**config.mk**
```make
export PLATFORM = sky130hd
export DESIGN_NAME = rf_write_arbiter_flat
export DESIGN_NICKNAME = d
export VERILOG_FILES = /design/src/rtl/rf_write_arbiter_if.sv /design/src/rtl/rf_write_arbiter.sv /design/src/flat_wrapper.sv
export SDC_FILE = /design/constraint.sdc
export NUM_CORES = 1
export LEC_CHECK = 0
export ABC_AREA = 1
export BUFFER_PORTS_ARGS = -buffer_cell sky130_fd_sc_hd__buf_2
export CAP_MARGIN = 20
export CORE_AREA = 2 2 97 99
export CTS_BUF_LIST = sky130_fd_sc_hd__clkbuf_16
export DETAILED_ROUTE_END_ITERATION = 10
export DIE_AREA = 0 0 99 101
export GPL_TIMING_DRIVEN = 0
export PLACE_DENSITY = 0.66
export SETUP_SLACK_MARGIN = 0.5
export SLEW_MARGIN = 5
export SYNTH_ARGS = -nofsm -noshare
export SYNTH_HDL_FRONTEND = slang
export SYNTH_SLANG_ARGS = --single-unit
```
**constraint.sdc**
```tcl
create_clock -name CLK -period 3.3 [get_ports CLK]
set_input_delay 0.66 -clock CLK [delete_from_list [all_inputs] [get_ports CLK]]
set_output_delay 0.66 -clock CLK [all_outputs]
set_load 0.01 [all_outputs]
```
**src/rtl/rf_write_arbiter_if.sv**
```systemverilog
// Write-back bundle between the requesters, the arbiter and the register file port.
// Carries both requester handshakes, the drain outputs and the queue status.
// CW must match the COUNT width of the arbiter it connects to.
interface rf_write_arbiter_if #(
    parameter int CW = 3
);
    logic          HOLD;
    logic          A_VALID;
    logic [2:0]    A_ADDR;
    logic [7:0]    A_DATA;
    logic          A_READY;
    logic          M_VALID;
    logic [2:0]    M_ADDR;
    logic [7:0]    M_DATA;
    logic          M_READY;
    logic          RF_WRITE;
    logic [2:0]    RF_INADDRESS;
    logic [7:0]    RF_IN;
    logic [7:0]    PENDING;
    logic [CW-1:0] COUNT;
    logic          FULL;
    logic          EMPTY;

    // Pipeline side: raises requests and the stall, observes grants and queue state.
    modport master (
        output HOLD, A_VALID, A_ADDR, A_DATA, M_VALID, M_ADDR, M_DATA,
        input  A_READY, M_READY, RF_WRITE, RF_INADDRESS, RF_IN, PENDING, COUNT, FULL, EMPTY
    );

    // Arbiter side.
    modport slave (
        input  HOLD, A_VALID, A_ADDR, A_DATA, M_VALID, M_ADDR, M_DATA,
        output A_READY, M_READY, RF_WRITE, RF_INADDRESS, RF_IN, PENDING, COUNT, FULL, EMPTY
    );
endinterface

```
**src/rtl/rf_write_arbiter.sv**
```systemverilog
// Arbitrates ALU (A) and load (M) write-backs into an in-order FIFO draining to the RF write port.
// Latency: accepted at edge N into an empty queue, written to the RF at edge N+1; grants are combinational.
// Backpressure: READY only while free slots exist (no pop pass-through); HOLD freezes the drain only.
// Optional macro WBARB_FIXED_PRIO_EN: load requester always wins contention and is queued first.
module rf_write_arbiter #(
    parameter int DEPTH = 4,
    parameter int CW    = $clog2(DEPTH) + 1
) (
    input  logic                CLK,
    input  logic                RESET,
    rf_write_arbiter_if.slave   bus
);
    localparam int AW = $clog2(DEPTH);

    logic [2:0]    addr_q [DEPTH];
    logic [7:0]    data_q [DEPTH];
    logic [AW-1:0] wr_ptr;
    logic [AW-1:0] rd_ptr;
    logic [CW-1:0] count;
    logic [CW-1:0] free;
    logic          win_m;
    logic          a_rdy;
    logic          m_rdy;
    logic          push_a;
    logic          push_m;
    logic [1:0]    n_push;
    logic          pop;
    logic [2:0]    first_addr;
    logic [7:0]    first_data;
    logic [2:0]    second_addr;
    logic [7:0]    second_data;
    logic          empty;
    logic [7:0]    pending;
    logic [AW-1:0] slot_off;

    assign free  = CW'(DEPTH) - count;
    assign empty = (count == '0);

`ifdef WBARB_FIXED_PRIO_EN
    assign win_m = 1'b1;
`else
    logic rr;

    // Round-robin flag flips after every cycle in which both requesters competed for space.
    always_ff @(posedge CLK) begin
        if (RESET) begin
            rr <= 1'b0;
        end else if (bus.A_VALID && bus.M_VALID && (free != '0)) begin
            rr <= ~rr;
        end
    end

    assign win_m = rr;
`endif

    // Grants from registered occupancy only; a single free slot goes to the winner under contention.
    always_comb begin
        a_rdy = 1'b0;
        m_rdy = 1'b0;
        if (!RESET) begin
            if (free >= CW'(2)) begin
                a_rdy = bus.A_VALID;
                m_rdy = bus.M_VALID;
            end else if (free == CW'(1)) begin
                if (bus.A_VALID && bus.M_VALID) begin
                    a_rdy = ~win_m;
                    m_rdy = win_m;
                end else begin
                    a_rdy = bus.A_VALID;
                    m_rdy = bus.M_VALID;
                end
            end
        end
    end

    assign push_a = bus.A_VALID & a_rdy;
    assign push_m = bus.M_VALID & m_rdy;
    assign n_push = {1'b0, push_a} + {1'b0, push_m};
    assign pop    = ~empty & ~bus.HOLD & ~RESET;

    // Order the accepted writes: the winner lands first so the loser's data ends up in the register.
    always_comb begin
        first_addr  = bus.A_ADDR;
        first_data  = bus.A_DATA;
        second_addr = bus.M_ADDR;
        second_data = bus.M_DATA;
        if (push_a && push_m) begin
            if (win_m) begin
                first_addr  = bus.M_ADDR;
                first_data  = bus.M_DATA;
                second_addr = bus.A_ADDR;
                second_data = bus.A_DATA;
            end
        end else if (push_m) begin
            first_addr = bus.M_ADDR;
            first_data = bus.M_DATA;
        end
    end

    // Entry storage; contents of unoccupied slots are never observed, so no reset is needed.
    always_ff @(posedge CLK) begin
        if (!RESET) begin
            if (n_push != 2'd0) begin
                addr_q[wr_ptr] <= first_addr;
                data_q[wr_ptr] <= first_data;
            end
            if (n_push == 2'd2) begin
                addr_q[wr_ptr + AW'(1)] <= second_addr;
                data_q[wr_ptr + AW'(1)] <= second_data;
            end
        end
    end

    // Pointers and occupancy; reset discards everything queued and beats any push or pop.
    always_ff @(posedge CLK) begin
        if (RESET) begin
            wr_ptr <= '0;
            rd_ptr <= '0;
            count  <= '0;
        end else begin
            wr_ptr <= wr_ptr + AW'(n_push);
            rd_ptr <= rd_ptr + AW'(pop);
            count  <= count + CW'(n_push) - CW'(pop);
        end
    end

    // Pending mask: every occupied slot, head included, flags its destination register.
    always_comb begin
        pending  = '0;
        slot_off = '0;
        for (int i = 0; i < DEPTH; i++) begin
            slot_off = AW'(i) - rd_ptr;
            if ({1'b0, slot_off} < count) begin
                pending[addr_q[i]] = 1'b1;
            end
        end
    end

    assign bus.A_READY      = a_rdy;
    assign bus.M_READY      = m_rdy;
    assign bus.RF_WRITE     = pop;
    assign bus.RF_INADDRESS = empty ? 3'd0 : addr_q[rd_ptr];
    assign bus.RF_IN        = empty ? 8'd0 : data_q[rd_ptr];
    assign bus.PENDING      = pending;
    assign bus.COUNT        = count;
    assign bus.FULL         = (count == CW'(DEPTH));
    assign bus.EMPTY        = empty;
endmodule

```
**src/flat_wrapper.sv**
```systemverilog
// flat-port wrapper written by rule: the top's interface ports become plain ports
module rf_write_arbiter_flat 
#(
    parameter int DEPTH = 4,
    parameter int CW    = $clog2(DEPTH) + 1
)
  (CLK, RESET, bus_HOLD, bus_A_VALID, bus_A_ADDR, bus_A_DATA, bus_M_VALID, bus_M_ADDR, bus_M_DATA, bus_A_READY, bus_M_READY, bus_RF_WRITE, bus_RF_INADDRESS, bus_RF_IN, bus_PENDING, bus_COUNT, bus_FULL, bus_EMPTY);
  rf_write_arbiter_if #(.CW(CW)) bus_i ();
  input  logic CLK;
  input  logic RESET;
  input wire logic [$bits(bus_i.HOLD)-1:0] bus_HOLD;
  input wire logic [$bits(bus_i.A_VALID)-1:0] bus_A_VALID;
  input wire logic [$bits(bus_i.A_ADDR)-1:0] bus_A_ADDR;
  input wire logic [$bits(bus_i.A_DATA)-1:0] bus_A_DATA;
  input wire logic [$bits(bus_i.M_VALID)-1:0] bus_M_VALID;
  input wire logic [$bits(bus_i.M_ADDR)-1:0] bus_M_ADDR;
  input wire logic [$bits(bus_i.M_DATA)-1:0] bus_M_DATA;
  output wire logic [$bits(bus_i.A_READY)-1:0] bus_A_READY;
  output wire logic [$bits(bus_i.M_READY)-1:0] bus_M_READY;
  output wire logic [$bits(bus_i.RF_WRITE)-1:0] bus_RF_WRITE;
  output wire logic [$bits(bus_i.RF_INADDRESS)-1:0] bus_RF_INADDRESS;
  output wire logic [$bits(bus_i.RF_IN)-1:0] bus_RF_IN;
  output wire logic [$bits(bus_i.PENDING)-1:0] bus_PENDING;
  output wire logic [$bits(bus_i.COUNT)-1:0] bus_COUNT;
  output wire logic [$bits(bus_i.FULL)-1:0] bus_FULL;
  output wire logic [$bits(bus_i.EMPTY)-1:0] bus_EMPTY;
  assign bus_i.HOLD = bus_HOLD;
  assign bus_i.A_VALID = bus_A_VALID;
  assign bus_i.A_ADDR = bus_A_ADDR;
  assign bus_i.A_DATA = bus_A_DATA;
  assign bus_i.M_VALID = bus_M_VALID;
  assign bus_i.M_ADDR = bus_M_ADDR;
  assign bus_i.M_DATA = bus_M_DATA;
  assign bus_A_READY = bus_i.A_READY;
  assign bus_M_READY = bus_i.M_READY;
  assign bus_RF_WRITE = bus_i.RF_WRITE;
  assign bus_RF_INADDRESS = bus_i.RF_INADDRESS;
  assign bus_RF_IN = bus_i.RF_IN;
  assign bus_PENDING = bus_i.PENDING;
  assign bus_COUNT = bus_i.COUNT;
  assign bus_FULL = bus_i.FULL;
  assign bus_EMPTY = bus_i.EMPTY;
  rf_write_arbiter #(.DEPTH(DEPTH), .CW(CW)) u_core (.CLK(CLK), .RESET(RESET), .bus(bus_i));
endmodule
```
## Word level (Yosys, flattened, before mapping)

Memory sizes are Yosys's and may differ from the RTL's. A register that Yosys moved wholly into a read port is not among the register bits.
Cells that the tools add are included.

| cells by class | value |
|---|---|
| add/subtract/negate cells | 11 |
| order comparisons | 13 |
| equality and inequality tests | 3 |
| muxes and demuxes | 40 |
| bitwise operators | 11 |
| reduce and logical (&&, ||, !) cells | 10 |

Operator list:

| operator | number |
|---|---|
| 8-bit 2-to-1 mux | 10 |
| 8-bit bitwise OR | 3 |
| 1-bit 2-to-1 mux | 18 |
| 3-bit 2-to-1 mux | 6 |
| 3-bit by 4-bit < comparator with 1-bit output, second input constant | 4 |
| 1-bit demux with 3-bit select | 4 |
| 3-bit by 1-bit >= comparator with 1-bit output, second input constant | 4 |
| 2-bit by 3-bit < comparator with 1-bit output | 4 |
| 1-bit logical AND | 7 |
| 1-bit AND | 4 |
| 2-bit 2-to-1 mux | 2 |
| 1-bit inverter | 4 |
| 1-bit by 2-bit subtractor with 2-bit output, first input constant | 2 |
| 2-bit subtractor, first input constant | 2 |
| 3-bit by 2-bit adder with 3-bit output | 1 |
| 3-bit by 1-bit equality test with 1-bit output, second input constant | 1 |
| 3-bit equality test, second input constant | 1 |
| 3-bit by 2-bit >= comparator with 1-bit output, second input constant | 1 |
| 3-bit logical NOT | 1 |
| 3-bit nonzero test | 1 |
| 3-bit by 1-bit subtractor with 3-bit output | 1 |
| 3-bit subtractor, first input constant | 1 |
| 1-bit by 1-bit adder with 2-bit output | 1 |
| 2-bit by 1-bit adder with 2-bit output | 1 |
| other kinds (4) | 4 |

| word-level totals | value |
|---|---|
| bits in registers | 8 |
| bits in writable memories | 44 |
| input port bits | 27 |
| output and inout port bits | 27 |
| memories kept | 2 |

Memories:

| name | depth | bits a word | read ports | clocked after memory_dff | wr ports | line | RTL |
|---|---|---|---|---|---|---|---|
| u_core.data_q | 4 | 8 | 1 | 1 | 2 | rf_write_arbiter.sv:16 | `logic [7:0] data_q [DEPTH];` |
| u_core.addr_q | 4 | 3 | 5 | 1 | 2 | rf_write_arbiter.sv:15 | `logic [2:0] addr_q [DEPTH];` |

## Logic depth before layout (Yosys ltp)

| logic depth | value |
|---|---|
| word-level depth | 11 |
| gate-level depth with buffers | 18 |
| mapped depth without buffers | 17 |

## Least setup slack after synthesis

Ideal clock, no wire load.

| timing | value |
|---|---|
| kind | register to register |
| from | register u_core.count[1], in the netlist u_core.bus.COUNT[1] |
| to | register u_core.count[2], in the netlist u_core.bus.COUNT[2] |
| library setup time | 70 ps |
| data arrival time | 2979 ps |
| setup slack | 251 ps |
| stages on the path, launching flop included | 16 |
| clock period less this slack | 3049 ps |
| cell sequence | dfxtp_1 inv_1 ha_1 ha_1 nor2_1 nor2_2 nand2_2 nand2_1 inv_1 ha_1 inv_2 ha_1 fa_1 xor2_1 or2_2 a21oi_1 |

| on the way | value |
|---|---|
| cells in the longest elaborated chain, start to end | 9 |
| elaborated cells on any way between the ends | 18 |

Ends and longest elaborated chain:

| item | line | RTL |
|---|---|---|
| start, declared | rf_write_arbiter.sv:19 | `logic [CW-1:0] count;` |
| start signal, assigned | rf_write_arbiter.sv:123 | `count <= count + CW'(n_push) - CW'(pop);` |
| branches (longest 8 deep; another with 3-bit subtractor) | -- |  |
| 3-bit by 1-bit subtractor with 3-bit output * | rf_write_arbiter.sv:123 |  |

Every way passes the cells marked *.
A chain may end at the register's enable or synchronous reset.

## Worst setup path in the final report

Same ends and word-level chain as after synthesis.

==> results.cfg <==
[global_routing]
grt_pass1_wl_mm = 16.30
grt-ovfl-total = 0
grt_pass1_vias = 3288
grt_max_degree = 16
grt_usage_pct = 20.43
met1_usage_pct = 27.69
antenna_found_initial = 0
met2_usage_pct = 35.03
busiest_layer = met2
use_met3_pct = 2.150

[setup_path]
cpMaxStageDelayCell = fa_2
reg2regPathDepth = 15
cp-start-kind = flip-flop
crit_path_cell_trace = inv_4, ha_4, ha_4, nand2_1, nor2_2, nand2_1, nand3_2, inv_2, ha_4, inv_6, ha_4, fa_2, xor2_1, or2_4, a21oi_2
cpPeakStageDelay_ns = 0.39
rr_startpoint = u_core.bus.COUNT[1]
path_buf_inv = 3
path_delay_family = adder cells
worstPathMaxFanout = 7
crit_top_cell = ha_4
crit_arrival_ns = 2.89
required_ns = 3.52
cp-end-kind = flip-flop
path_class = flip-flop to flip-flop
regToRegSetupSlack_ns = 0.63
rr_endpoint = u_core.bus.COUNT[2]

[power_and_ir_drop]
vdd_ir_drop_max_mv = 0.3100
p_leak_nw = 2.315
power_mw = 3.508
power.density_mw_per_mm2 = 723.3

[status]
outcome = complete, no violations

[min_path]
hold_depth = 1
min_to = u_core.rr
hold_path_class = flip-flop to flip-flop
min_from = u_core.rr

[floorplanning]
die-area_mm2 = 0.009999
core-area_mm2 = 0.008977
die_w_um = 99
die_y_um = 101
io-pin-count = 54
start_util_pct = 43.61
rows = 35

[synth]
synth_top_area_share_pct = 33.75
syn_inst = 491
synth_fp_nets = 536
ys_seq_area_share_pct = 37.84
yosys-top-cells-area = edfxtp_1 (34%), nand2_1 (18%), nand2_4 (6.0%)
synth-warning-count = 0
syn_area_mm2 = 0.003915
yosys.area.top_type = edfxtp_1
ys_seq_elements = 52
ys_types = 32
synth.avg_cell_area_um2 = 7.974

[clocking]
clkSinkCount = 52
insertion_delay_ns = 0.28
cts_buffers = 5
cts_tree = done
htreeDepth = 2
root_buffer = clkbuf_16
cts_buffer_depth = 2
cts_hold_buf = 0
clk_pin_slew_ns = 0.06

[detailed_routing]
vias_per_cell = 5.218
first_pass_iters = 5
drtIter0Drc = 175
antenna_left = 0
wl_per_cell_um = 15.05
vias = 3522
drc = 0
wl_mm = 10.16

[finish]
register_area_mm2 = 0.001498
area_delta_synth_final_pct = 23.87
fin_area_mm2 = 0.004850
drive_above_1_share_pct = 34.40
multi_input_area_mm2 = 0.002281
diodes = 0
fin_nets = 609
fin_cells = 675
fillers = 804

[placement]
io_buffers = 53
dp_cells = 655
place.gp.congestion = 0.9636
pre_cts_ws_ns = 0.08561
hpwlAfterDp_mm = 7.662
post_dp_cell_area_mm2 = 0.004349

[run]
drv_cap = 0

[sta]
fin_ws_ns = 0.6251
skew_ns = 0.004090
fin_crit_sh_pct = 81.06
maxSlewHeadroom_pct = 60.49
fmax_mhz = 373.8
grt_setup_unrepaired = false
hold_viol = 0
finalSetupViolCount = 0
period_minus_slack_ns = 2.675
worst_slew_pin_slew_ns = 0.5927
final.setup.tns_ns = 0
drv_slew = 0
[layout by cell type, fill, tap and decap left out, types with 6 or more instances in the layout]
cell type and count:
a41oi_1 8, buf_2 57, buf_4 17, buf_6 6, edfxtp_1 44, ha_1 12, inv_1 33, inv_2 10
mux2_4 9, nand2_1 183, nand2_4 24, nand3_1 33, nand3_2 12, nand4_1 8, nor2_1 27, nor2_2 16
o22ai_1 6
[routing by layer]
metal / vias to the layer above / share of wire (%)
li1: 1737 / -
met1: 1642 / 43
met2: 135 / 49
met3: 8 / 7.2
met4: 0 / 0.91
met5: - / 0
[worst max path at each step]
stage / cells past startpoint / end / start
global placement: 17 / u_core.data_q[2][5] / u_core.bus.COUNT[1]
CTS: 11 / bus_PENDING[5] / u_core.rd_ptr[0]
floorplan: 16 / u_core.bus.COUNT[2] / u_core.bus.COUNT[0]
finish: 15 / u_core.bus.COUNT[2] / u_core.bus.COUNT[1]
detailed placement: 17 / u_core.data_q[2][5] / u_core.bus.COUNT[1]
global route: 15 / u_core.bus.COUNT[2] / u_core.bus.COUNT[1]
[per-stage QoR]
step,utilization [%],hold WS (ns)
2_1_floorplan,-,0.4651
3_3_place_gp,48.45,0.4876
3_5_place_dp,48.45,0.5049
4_1_cts,52.08,0.5118
5_1_grt,54.02,0.5826
6_report,54.02,0.5339
[Yosys cell counts]
| library cell | n |
|---|---|
| clkinv_1 | 2 |
| nor2_2 | 6 |
| edfxtp_1 | 44 |
| xor2_1 | 2 |
| nor2_1 | 37 |
| nand4_1 | 8 |
| buf_12 | 1 |
| nand3_1 | 34 |
| buf_4 | 4 |
| nand3_4 | 1 |
| nand3_2 | 11 |
| fa_1 | 1 |
| inv_1 | 38 |
| mux2_2 | 2 |
| mux2_4 | 9 |
| or2_2 | 2 |
| o22ai_1 | 6 |
| a21oi_1 | 8 |
| nand2_1 | 187 |
| clkbuf_1 | 3 |
| buf_2 | 6 |
| o21ai_0 | 3 |
| nand2_4 | 21 |
| inv_2 | 7 |
| xnor2_1 | 1 |
| dfxtp_1 | 8 |
| ha_1 | 17 |
| nand2_2 | 3 |
| nor3_1 | 1 |
| a41oi_1 | 8 |
| buf_6 | 6 |
| o21ai_1 | 4 |
[flip-flops by register name, summed over array words and instances (netlist names)]
register and flops:
u_core.addr_q 12, u_core.bus.COUNT 3, u_core.data_q 32, u_core.rd_ptr 2
u_core.rr 1, u_core.wr_ptr 2
[cell type report]
type,instances,share of cell area (%)
multi-input cells,372,47.03
flip-flops and latches,52,30.88
repair buffers,66,7.482
inverters,47,3.999
plain buffers,20,3.922
well taps,111,2.864
clock buffers,5,2.580
clock inverters,2,1.238
[power breakdown]
group          internal [mW]  total, mW  switching, mW
registers              0.871      0.939         0.0682
logic                  0.753       1.93           1.18
clock network          0.430      0.637          0.207
[timing repair]
action | 4_1_cts | 5_1_grt
pin swaps | 3 | 5
hold endpoints to repair | 0 | 0
buffers inserted | 4 | 9
resized for setup | 31 | 28
setup endpoints to repair | 53 | 93
[kinds of logic after synthesis]
kind of cell | share of synthesized area, %
AND/OR/NAND/NOR | 38.29
buffers and inverters | 8.565
flip-flops | 37.84
AO/OA/AOI/OAI | 4.666
adder cells (fa/ha/maj) | 5.944
multiplexers | 4.027
XOR/XNOR | 0.6713
Power figures use the tool's default switching activity.
